==> src/rtl/mem_wb_ctrl.sv <==
`default_nettype none
// =============================================================================
// mem_wb_ctrl : load/store memory sequencer and registered writeback stage
// Revision    : 1.0  initial release
// =============================================================================
module mem_wb_ctrl (
   input  logic        clk,
   input  logic        rst_n,
   input  logic        in_valid,
   input  logic        in_load,
   input  logic        in_store,
   input  logic [2:0]  in_funct3,
   input  logic        in_we,
   input  logic [4:0]  in_rd,
   input  logic [31:0] in_alu,
   input  logic [31:0] in_sdata,
   output logic        stall,
   output logic        mem_req,
   output logic        mem_we,
   output logic [31:0] mem_addr,
   output logic [31:0] mem_wdata,
   input  logic [31:0] mem_rdata,
   output logic        wb_en,
   output logic [4:0]  wb_rd,
   output logic [31:0] wb_data,
   output logic        mem_fault
);

   typedef enum logic [2:0] {
      IDLE    = 3'd0,
      LD_REQ  = 3'd1,
      LD_DATA = 3'd2,
      ST_WR   = 3'd3,
      RMW_RD  = 3'd4,
      RMW_WR  = 3'd5
   } state_t;

   localparam logic [2:0] F3_B  = 3'b000;
   localparam logic [2:0] F3_H  = 3'b001;
   localparam logic [2:0] F3_W  = 3'b010;
   localparam logic [2:0] F3_BU = 3'b100;
   localparam logic [2:0] F3_HU = 3'b101;

   state_t      state_q, state_d;
   logic [4:0]  rd_q, rd_d;
   logic        we_q, we_d;
   logic [2:0]  f3_q, f3_d;
   logic [31:0] addr_q, addr_d;
   logic [31:0] sdata_q, sdata_d;
   logic        wb_en_q, wb_en_d;
   logic [4:0]  wb_rd_q, wb_rd_d;
   logic [31:0] wb_data_q, wb_data_d;
   logic        mem_fault_q, mem_fault_d;

   logic        is_load;
   logic        is_store;
   logic        acc_illegal;
   logic        acc_misalign;
   logic        acc_fault;
   logic [7:0]  ld_byte;
   logic [15:0] ld_half;
   logic [31:0] ld_value;
   logic [31:0] merged;

   // Load takes priority when both op flags are raised.
   assign is_load  = in_load;
   assign is_store = in_store & ~in_load;

   always_comb begin
      acc_illegal  = 1'b0;
      acc_misalign = 1'b0;
      case (in_funct3)
         F3_B:    acc_misalign = 1'b0;
         F3_H:    acc_misalign = in_alu[0];
         F3_W:    acc_misalign = |in_alu[1:0];
         F3_BU:   acc_illegal  = is_store;
         F3_HU: begin
            acc_illegal  = is_store;
            acc_misalign = in_alu[0];
         end
         default: acc_illegal  = 1'b1;
      endcase
      acc_fault = (is_load | is_store) & (acc_illegal | acc_misalign);
   end

   // Little-endian lane extraction of the returned word.
   always_comb begin
      case (addr_q[1:0])
         2'd0:    ld_byte = mem_rdata[7:0];
         2'd1:    ld_byte = mem_rdata[15:8];
         2'd2:    ld_byte = mem_rdata[23:16];
         default: ld_byte = mem_rdata[31:24];
      endcase
      ld_half = addr_q[1] ? mem_rdata[31:16] : mem_rdata[15:0];
      case (f3_q)
         F3_B:    ld_value = {{24{ld_byte[7]}}, ld_byte};
         F3_BU:   ld_value = {24'h0, ld_byte};
         F3_H:    ld_value = {{16{ld_half[15]}}, ld_half};
         F3_HU:   ld_value = {16'h0, ld_half};
         default: ld_value = mem_rdata;
      endcase
   end

   // Sub-word store: old word from the RMW read with one lane replaced.
   always_comb begin
      merged = mem_rdata;
      if (f3_q == F3_H) begin
         if (addr_q[1]) merged[31:16] = sdata_q[15:0];
         else           merged[15:0]  = sdata_q[15:0];
      end else begin
         case (addr_q[1:0])
            2'd0:    merged[7:0]   = sdata_q[7:0];
            2'd1:    merged[15:8]  = sdata_q[7:0];
            2'd2:    merged[23:16] = sdata_q[7:0];
            default: merged[31:24] = sdata_q[7:0];
         endcase
      end
   end

   always_comb begin
      state_d     = state_q;
      rd_d        = rd_q;
      we_d        = we_q;
      f3_d        = f3_q;
      addr_d      = addr_q;
      sdata_d     = sdata_q;
      wb_en_d     = 1'b0;
      wb_rd_d     = wb_rd_q;
      wb_data_d   = wb_data_q;
      mem_fault_d = 1'b0;
      stall       = 1'b0;
      mem_req     = 1'b0;
      mem_we      = 1'b0;
      mem_wdata   = 32'h0;
      case (state_q)
         IDLE: begin
            if (in_valid) begin
               if (acc_fault) begin
                  mem_fault_d = 1'b1;
               end else if (is_load | is_store) begin
                  stall   = 1'b1;
                  rd_d    = in_rd;
                  we_d    = in_we;
                  f3_d    = in_funct3;
                  addr_d  = in_alu;
                  sdata_d = in_sdata;
                  if (is_load)                state_d = LD_REQ;
                  else if (in_funct3 == F3_W) state_d = ST_WR;
                  else                        state_d = RMW_RD;
               end else begin
                  wb_en_d   = in_we & (in_rd != 5'd0);
                  wb_rd_d   = in_rd;
                  wb_data_d = in_alu;
               end
            end
         end
         LD_REQ: begin
            stall   = 1'b1;
            mem_req = 1'b1;
            state_d = LD_DATA;
         end
         LD_DATA: begin
            wb_en_d   = we_q & (rd_q != 5'd0);
            wb_rd_d   = rd_q;
            wb_data_d = ld_value;
            state_d   = IDLE;
         end
         ST_WR: begin
            mem_req   = 1'b1;
            mem_we    = 1'b1;
            mem_wdata = sdata_q;
            state_d   = IDLE;
         end
         RMW_RD: begin
            stall   = 1'b1;
            mem_req = 1'b1;
            state_d = RMW_WR;
         end
         RMW_WR: begin
            mem_req   = 1'b1;
            mem_we    = 1'b1;
            mem_wdata = merged;
            state_d   = IDLE;
         end
         default: state_d = IDLE;
      endcase
   end

   assign mem_addr = mem_req ? {addr_q[31:2], 2'b00} : 32'h0;

   always_ff @(posedge clk or negedge rst_n) begin
      if (!rst_n) begin
         state_q     <= IDLE;
         rd_q        <= 5'd0;
         we_q        <= 1'b0;
         f3_q        <= 3'd0;
         addr_q      <= 32'h0;
         sdata_q     <= 32'h0;
         wb_en_q     <= 1'b0;
         wb_rd_q     <= 5'd0;
         wb_data_q   <= 32'h0;
         mem_fault_q <= 1'b0;
      end else begin
         state_q     <= state_d;
         rd_q        <= rd_d;
         we_q        <= we_d;
         f3_q        <= f3_d;
         addr_q      <= addr_d;
         sdata_q     <= sdata_d;
         wb_en_q     <= wb_en_d;
         wb_rd_q     <= wb_rd_d;
         wb_data_q   <= wb_data_d;
         mem_fault_q <= mem_fault_d;
      end
   end

   assign wb_en     = wb_en_q;
   assign wb_rd     = wb_rd_q;
   assign wb_data   = wb_data_q;
   assign mem_fault = mem_fault_q;

endmodule
`default_nettype wire
==> config.mk <==
export PLATFORM = sky130hd
export DESIGN_NAME = mem_wb_ctrl
export DESIGN_NICKNAME = d
export VERILOG_FILES = /design/src/rtl/mem_wb_ctrl.sv
export SDC_FILE = /design/constraint.sdc
export NUM_CORES = 1
export LEC_CHECK = 0
export ABC_AREA = 1
export ABC_CLOCK_PERIOD_IN_PS = 1700
export CELL_PAD_IN_SITES_DETAIL_PLACEMENT = 0
export CELL_PAD_IN_SITES_GLOBAL_PLACEMENT = 1
export CORE_ASPECT_RATIO = 1.4
export CORE_MARGIN = 5
export CORE_UTILIZATION = 31
export CTS_BUF_LIST = sky130_fd_sc_hd__clkbuf_2 sky130_fd_sc_hd__clkbuf_4 sky130_fd_sc_hd__clkbuf_8
export DETAILED_ROUTE_END_ITERATION = 12
export PLACE_DENSITY = 0.82
export SLEW_MARGIN = 40
export SYNTH_ARGS = -nofsm -noshare
export SYNTH_HDL_FRONTEND = slang
export SYNTH_SLANG_ARGS = --single-unit
==> constraint.sdc <==
create_clock -name clk -period 1.7 [get_ports clk]
set_input_delay 0.255 -clock clk [delete_from_list [all_inputs] [get_ports clk]]
set_output_delay 0.255 -clock clk [all_outputs]
set_load 0.05 [all_outputs]
Yosys cells after proc, flatten, opt, wreduce, memory -nomap -nowiden
Index checks and enable logic that the tools add are counted.

Register bits after elaboration: 115. Latch bits: 0. Memory bits (writable): 0. Memory bits (read-only): 0. Bits of input ports: 110. Memories: 0.

$add $sub $neg: 0. $mul: 0. Div/mod/pow operators: 0. Magnitude comparators: 0. Equality and inequality tests: 18. Shifts and indexed selects: 0. Multiplexer cells: 41. Bitwise logic cells: 8. Reductions and logical operators: 18.

Operators by type and width (number): 32-bit two-way mux (5); 32-bit case mux with 2 select lines (2); 32-bit case mux with 4 select lines (1); 16-bit two-way mux (3); 8-bit two-way mux (4); 8-bit case mux with 3 select lines (1); 3-bit == test (second input constant) (6); 3-bit two-way mux (5); 5-bit two-way mux (3); 1-bit two-way mux (11); 5-bit case mux with 2 select lines (1); 5-bit nonzero test (2); 2-bit OR reduction (5); 3-bit by 1-bit == test with 1-bit output (second input constant) (3); 3-bit by 2-bit == test with 1-bit output (second input constant) (3); 3-bit zero test (3); 3-bit case mux with 3 select lines (1); 2-bit inequality test (second input constant) (4); 1-bit case mux with 2 select lines (4); 4-bit AND reduction (2); 3-bit OR reduction (2); 1-bit bitwise AND (4); 4-bit OR reduction (1); 3-bit AND reduction (1); other kinds (6) (8).

Logic depth before layout (Yosys ltp)
Depth in word-level cells: 8. Mapped depth: 11. Depth with buffers taken out: 9.

Worst setup path before layout
OpenSTA, ideal clock, no wires.

Path kind: register to output. Start point: register state_q[1]. End point: output port mem_wdata[10]. Data arrival time: 2207 ps. Required time: 1445 ps. Slack: -762 ps. Cell stages (with the launch flop): 6. Buffers on the path: 1. Path through: dfrtp_1 -> inv_1 -> nor3_4 -> inv_2 -> clkbuf_1 -> o21ai_0.

Word-level cells in the longest chain between the ends: 2. Elaborated cells on any way between the ends: 3. Classes of those cells: eq/ne: 2; mux: 1.

Ends and longest elaborated chain: start: declaration (RTL line 44) `state_t state_q, state_d;`; start signal: assignment (RTL line 204) `state_q <= state_d;`; 3-bit == test / 3-bit by 2-bit == test with 1-bit output (equally long branches) (RTL line 135) `case (state_q)`; 32-bit case mux with 2 select lines (*) (RTL line 135); end: declaration (RTL line 21) `output logic [31:0] mem_wdata,`.

Every way passes the cells marked *; elsewhere a longest branch is shown, timed or not.

Worst setup path after layout
Start point: register f3_q[2]. End point: output port mem_wdata[10].

Word-level cells in the longest chain between the ends: 3.

Ends and longest elaborated chain: start: declaration (RTL line 47) `logic [2:0] f3_q, f3_d;`; start signal: assignment (RTL line 196) `f3_q <= 3'd0;`; start signal: assignment (RTL line 207) `f3_q <= f3_d;`; 3-bit by 1-bit == test with 1-bit output (RTL line 107) `if (f3_q == F3_H) begin`; 32-bit two-way mux (RTL line 107); 32-bit case mux with 2 select lines (RTL line 135).

Every way passes these cells.

==> metrics.txt <==
Worst Skew 0.0160 ns; dpl ws -0.287 ns; Root Buffer clkbuf_8; Post-Syn Instances 1057; Reg power frac 0.197; Top Layer Used met4; Tot GR Track Use 0.216; Max Cap Viol 0; syn avg cell area slightly below 7 um2; area growth from synthesis to layout 81.7%; Clock Tree Buf Depth 2; post-placement cell count roughly 1600; Buffers on Ports 213; Initial Utilization 0.313; logic gate share of total power 0.705; Critical Path RT 1.44 ns; min-delay worst type in2async; first-pass GRT wire length 45100 um; width of the die about 140 um; Final HPWL DP 22500 um; ys flop type dfrtp_1; FF+latch count, synth 115; final-stage net count 1500; worst-skew pair later-pin latency 0.45 ns; asr flop ratio synth 1.00; Setup Crit Path Kind reg2out; Net Sw Frac 0.502; CTS tree yes; remaining global-route overflow 0; status complete, but fails checks; share of layout cells above drive strength 1 0.376; WHS a little over 0.3 ns; sw power 12.5 mW; clock slew at reported path FFs roughly 0.080 ns; row count between 60 and 70; DR pass1 iterations 6; CTS Buf Count 17; unrepaired setup endpoints after global routing true; Core ar. 23200 um2; vias in the first global route around 8000; fin util 0.569; Final ANT Viol Nets 0; Metal-1 WL about 12000 um; Clk pwr share 0.098; R2R Setup Slk -0.24 ns; met2 routed wirelength 17000 um; final hold vios 0; Post-Syn Area 7270 um2; PwrDens 1880 nW/um2; GPL Wtd Cong 0.886; crit-path max FO 17; Ports roughly 220; DRT iter0 DRCs 690; slack of the critical path -0.566 ns; total wire length 32400 um; CTS sink cnt 115; Residual DRC 0; Chip Height about 190 um; worst r2r src state_q[0]; routed wire length per instance roughly 19 um; most common cell after layout, fill and taps aside nand2_1; leakage 6.16 nW; pin count of the biggest net entering global routing 51; Min Clock Period, post-route around 2.3 ns; metal3 WL 1810 um; Critical Path AT 2.01 ns; Slew headroom 0.664; Die ar. 26700 um2; final cell count without fillers between 1500 and 2000; fmax 0.441 GHz; crit start category register; CP Capture Type primary output; initial antenna violation count 1; Via-to-Cell Ratio 5.06; most frequent cells in the layout 267 x nand2_1, 144 x buf_4, 111 x dfrtp_1; failing checks setup timing; via count just under 9000; slew of the pin with the lowest slew margin 0.503 ns; internal power 12.4 mW; Slew Limit Fails 0; cells on worst reg2reg path 11; final setup vio count 142; register area share after synthesis 0.396; fin crit share 1.33; Post-synth EDFFs 0; synth unique cells 34; peak supply drop 1240 uV; RR Endpoint sdata_q[6]; Yosys warning total 0; H-Tree Depth 4
timing repair:
| action | 4_1_cts | 5_1_grt |
|---|---|---|
| buffers inserted | 5 | 19 |
| pin swaps | 13 | 30 |
| hold endpoints to repair | 29 | 0 |
| setup endpoints to repair | 102 | 160 |
| gates cloned | 0 | 21 |
| resized for setup | 25 | 182 |
| hold buffers | 1 | 0 |
final cells by class:
type / count / area, um2
Multi-Input combinational cell: 768 / 4560
Antenna cell: 2 / 5.00
Clock inverter: 14 / 119
Fill cell: 2066 / 9990
Sequential cell: 115 / 2880
Tap cell: 306 / 383
Timing Repair Buffer: 384 / 4620
Inverter: 104 / 404
Clock buffer: 18 / 241
flip-flops by register name, indices dropped and copies added, names as in the netlist:
signal and cells:
f3_q 3, mem_fault 1, we_q 1, sdata_q 32, state_q 3, wb_en 1
wb_rd 5, addr_q 32, wb_data 32, rd_q 5
worst max-delay path, stage by stage (launching register included):
cell and delay [ns]:
dfrtp_1 0.41, nor3_4 0.34, clkinv_2 0.12, buf_12 0.17
o211ai_1 0.11, nand3_1 0.15, o21ai_4 0.10, buf_12 0.15
per-stage QoR:
stage / cell area, um2 / setup TNS, ns / power [mW]
after floorplan: 7810 / -3.91 / 14.1
after global placement: 11600 / -25.57 / 20.3
after detailed placement: 11600 / -28.16 / 20.5
after CTS: 12100 / -33.35 / 23.3
after global routing: 13200 / -52.64 / 26.2
final: 13200 / -40.73 / 24.9
cells in the mapped netlist, types with 4 or more instances:
cell type | number | area, um2
nor3_1 | 4 | 20.0
nand2_1 | 320 | 1200
buf_6 | 7 | 78.8
nor2_1 | 75 | 282
buf_4 | 8 | 60.1
dfrtp_1 | 115 | 2880
inv_1 | 97 | 364
o21ai_0 | 116 | 581
clkbuf_1 | 30 | 113
nor3_4 | 4 | 65.1
or2_2 | 5 | 31.3
o211ai_1 | 31 | 233
o22ai_1 | 7 | 43.8
nand2_2 | 4 | 25.0
nand3_1 | 85 | 425
inv_2 | 6 | 22.5
a21oi_2 | 18 | 158
o21ai_1 | 14 | 70.1
buf_2 | 25 | 125
a21oi_1 | 63 | 315
worst max path at each step:
stage / cells past startpoint / slack [ns] / start / end
global route: 7 / -0.67 / f3_q[2] / mem_wdata[1]
global placement: 10 / -0.22 / in_alu[0] / addr_q[7]
finish: 7 / -0.57 / f3_q[2] / mem_wdata[10]
CTS: 8 / -0.58 / f3_q[0] / mem_wdata[10]
detailed placement: 10 / -0.29 / in_alu[0] / addr_q[29]
floorplan: 7 / -0.14 / state_q[1] / mem_addr[12]
cells by family (layout without fill, tap and decap cells):
group,after synthesis,count (layout),share of synthesized area
and+or+nand+nor,510,511,0.297
AOI/OAI and AO/OA,252,252,0.196
buffers and inverters,176,520,0.107
DFF,115,115,0.396
muxes,3,3,0.00413
other,1,4,0.000516
power by group through the flow:
stage          registers, mW  clock network [mW]  logic (mW)
3_5_place_dp            4.79                   0        15.7
6_report                4.90                2.44        17.5
3_3_place_gp            4.79                   0        15.5
5_1_grt                 5.04                2.60        18.6
2_1_floorplan           6.05                   0        8.08
4_1_cts                 4.78                2.49        16.0
metal layers:
metal | vias to the layer above | global-route usage
met1 | 4167 | 0.258
met2 | 331 | 0.381
li1 | 4097 | -
met4 | 0 | 0.0930
met3 | 66 | 0.0398
met5 | - | 0
No activity file was read; power rests on OpenSTA's default activity.
